`config.mk`:
```
export PLATFORM = sky130hd
export DESIGN_NAME = shift_left_pc
export DESIGN_NICKNAME = d
export VERILOG_FILES = /design/src/rtl/shift_left_pc.sv
export SDC_FILE = /design/constraint.sdc
export NUM_CORES = 1
export LEC_CHECK = 0
export ABC_AREA = 1
export CORE_MARGIN = 2
export CORE_UTILIZATION = 25
export CTS_BUF_LIST = sky130_fd_sc_hd__clkbuf_4
export DETAILED_ROUTE_END_ITERATION = 12
export PLACE_DENSITY_LB_ADDON = 0.08
export SLEW_MARGIN = 20
export SYNTH_ARGS = -nofsm -noshare
export SYNTH_HDL_FRONTEND = slang
export SYNTH_SLANG_ARGS = --single-unit
```
`constraint.sdc`:
```
create_clock -name clk -period 0.97 [get_ports clk]
set_input_delay 0.194 -clock clk [delete_from_list [all_inputs] [get_ports clk]]
set_output_delay 0.194 -clock clk [all_outputs]
set_load 0.05 [all_outputs]
```
`src/rtl/shift_left_pc.sv`:
```
// shift_left_pc: MIPS J/JAL jump-target generator.
// The combinational target {pc[31:28], i, 2'b00} feeds the PC-select mux in
// the same cycle; an optional registered copy with a sticky valid flag serves
// pipelined or multi-cycle consumers.
module shift_left_pc (
   input  logic [25:0] i,
   input  logic [31:0] pc,
   output logic [31:0] out,
   input  logic        clk,
   input  logic        rst_n,
   input  logic        load,
   output logic [31:0] out_q,
   output logic        out_valid
);

   // Only the 256 MB region bits of the PC take part in the jump target;
   // the remaining PC bits are intentionally dropped.
   logic unused_pc_low;
   assign unused_pc_low = ^pc[27:0];

   // Pure wiring: the region bits stay on top, the word index sits below,
   // and the two byte-offset bits are zero. No adder, so no carry can leak
   // from the index into the region bits.
   always_comb begin
      out = {pc[31:28], i, 2'b00};
   end

   // Capture the target on load; valid stays set until the next reset.
   always_ff @(posedge clk or negedge rst_n) begin
      // NOTE: non-blocking assignments keep every register sampling the
      // pre-edge values, so ordering between statements cannot matter.
      if (!rst_n) begin
         out_q     <= 32'h0;
         out_valid <= 1'b0;
      end else if (load) begin
         out_q     <= out;
         out_valid <= 1'b1;
      end
   end

endmodule

```
==> impl_metrics.ini <==
[yosys]
yosysWarnings = 0
synth.avg_cell_area_um2 = 8.61
syn_inst = 164
seq_area_frac_synth = 0.549
synth-seq-cells = 31
async_reset_ff_frac = 1.00
yosysMostFrequentCell = nand2_1
synthFlopType = dfrtp_1
synth_edf_count = 0
syn_area_um2 = 1410
synth_area_leaders = dfrtp_1, nand2_1, buf_4, buf_2, or2_2
synthDistinctLibCells = 7
synth_commonest_cells = nand2_1, buf_4, dfrtp_1, buf_2
yosys.area.top_type = dfrtp_1
yosysTopAreaCellShare = 0.549

[routing]
dr.max_layer_used = met4
drt-initial-drc-count = 80
wirelength_um = 3760
wl_met3_um = 397
detail_route.wl_per_cell_um = 11.3
dr_wl_met2_um = 1800
drcViolationCount = 0
viasPerCell = 3.87
drtAntennaViolNets = 0
vias = 1288
firstDrtPassIters = 4
wl_met1_um = 1510

[grt]
grt-ovfl-total = 0
grt_max_degree = 32
track_usage = 0.125
antenna_found_initial = 0
grt_pass1_wl_um = 6060
grt_pass1_vias = 1203

[cells_and_area]
final_core_util = 0.559
area_delta_synth_final_pct = 117
layout-drive-gt1-share = 0.395
nets = 321
antenna_cells = 0

[placement]
routabilityCongestion = 0.707
hpwl_um = 2840
place_ws_ns = -0.283
io_buffer_count = 93

[pwr]
peakVddDrop_v = 0.000566
power.density_nw_per_um2 = 1340
leakage_nw = 1.58
intPower_mw = 2.58
power.switching_mw = 1.51
p_seq_frac = 0.372
switching_share = 0.369
combPwrFrac = 0.450
p_clk_frac = 0.177
power_mw = 4.09

[sta]
finalHoldViolCount = 0
timing.final.ws_setup_ns = -0.144
fin_crit_sh = 1.15
whs_ns = 0.219
rsz0062_at_grt = true
maxSlewViolCount = 0
finalSetupViolations = 31
fin_skew_ns = 0
layout_min_cycle_time_ns = 1.11
max_freq_ghz = 0.897

[floorplanning]
rows = 27
io-pin-count = 126
die-area_um2 = 6270
die_y_um = 79.2
core_um2 = 5470
chipWidth_um = 79.2
start_util = 0.258

[clocking]
cts-root-buf = clkbuf_4
cts_tree = done
clockBufferDepth = 2
numCtsBuffers = 5
worstSkewPairLatency_ns = 0.33
htree_levels = 2
clock-sinks = 31
clk_pin_slew_worst_paths_ns = 0.09

[worst_setup_path]
crit_type = flip-flop to output pin
crit_chain = buf_12
cp_data_arrival_time_ns = 0.92
cp-end-kind = output pin
path_buf_inv = 1
slowest_stage = dfrtp_1
path_delay_family = flip-flops
cp_max_fo = 2
start_kind = flip-flop
max_stage_delay_ns = 0.43
cp.depth = 1
worst_r2r_path_depth = 1
cp.required_ns = 0.78

[flow_run]
cap_violations = 0

[run_status]
violations = setup timing
status = complete, but fails checks

[hold_path]
hold_class = input port to async pin
-- cell usage in the layout, fill, tap and decap left out --
cell,instances
conb_1,4
or2_2,1
buf_12,63
clkdlybuf4s50_1,2
inv_2,1
nand2_1,90
buf_4,31
dfrtp_2,1
dfrtp_1,30
clkbuf_4,6
clkinv_1,2
dlygate4sd2_1,30
-- area by class of cell --
class | instances | area [um2]
fill | 510 | 2410
timing repair buffer | 126 | 1780
sequential | 31 | 777
multi-input combinational | 95 | 359
tap | 72 | 90.1
clock buffer | 6 | 45.0
clock inverter | 2 | 7.51
inverter | 1 | 3.75
-- state kept, by name, summed over array words and instances, names as in the netlist --
name and count:
out_q 30, out_valid 1
-- routing by layer --
metal / vias up / track usage
li1: 648 / -
met1: 580 / 0.150
met2: 55 / 0.191
met3: 5 / 0.0705
met4: 0 / 0.0414
met5: - / 0
-- kinds of logic (layout without fill, tap and decap cells) --
group / after synthesis / after routing / share of synthesized area
buf+inv: 41 / 135 / 0.205
other cells: 1 / 4 / 0.00265
flops: 31 / 31 / 0.549
simple gates: 91 / 91 / 0.244
-- repair_timing --
item | in CTS | in global routing
setup endpoints to repair | 61 | 31
hold buffers | 0 | 0
setup buffers | 0 | 7
gates resized for setup | 30 | 0
-- stage by stage --
stage	setup TNS [ns]	instance area, um2	std cells
final	-4.11	3060	333
after global routing	-5.59	3060	333
after CTS	-4.86	3010	326
after detailed placement	-11.27	2990	318
after global placement	-10.62	2990	318
after floorplan	0	1430	167
-- worst paths after layout --
kind                                 from  slack [ns]         to
worst min-delay path                rst_n        0.22  out_q[15]
max in group asynchronous           rst_n        0.57  out_valid
min in group clk                     i[1]        0.27   out_q[3]
worst min register to register  out_valid        0.53  out_valid
worst max register to register  out_valid        0.15  out_valid
worst max-delay path             out_q[8]       -0.14   out_q[8]
-- power groups by stage --
stage / sequential [mW] / combinational [mW] / clock (mW)
6_report: 1.52 / 1.84 / 0.725
5_1_grt: 1.53 / 1.93 / 0.839
4_1_cts: 1.52 / 1.83 / 0.765
3_5_place_dp: 1.55 / 1.87 / 0
3_3_place_gp: 1.54 / 1.86 / 0
2_1_floorplan: 1.88 / 0.508 / 0
No activity file was read; power rests on OpenSTA's default activity.
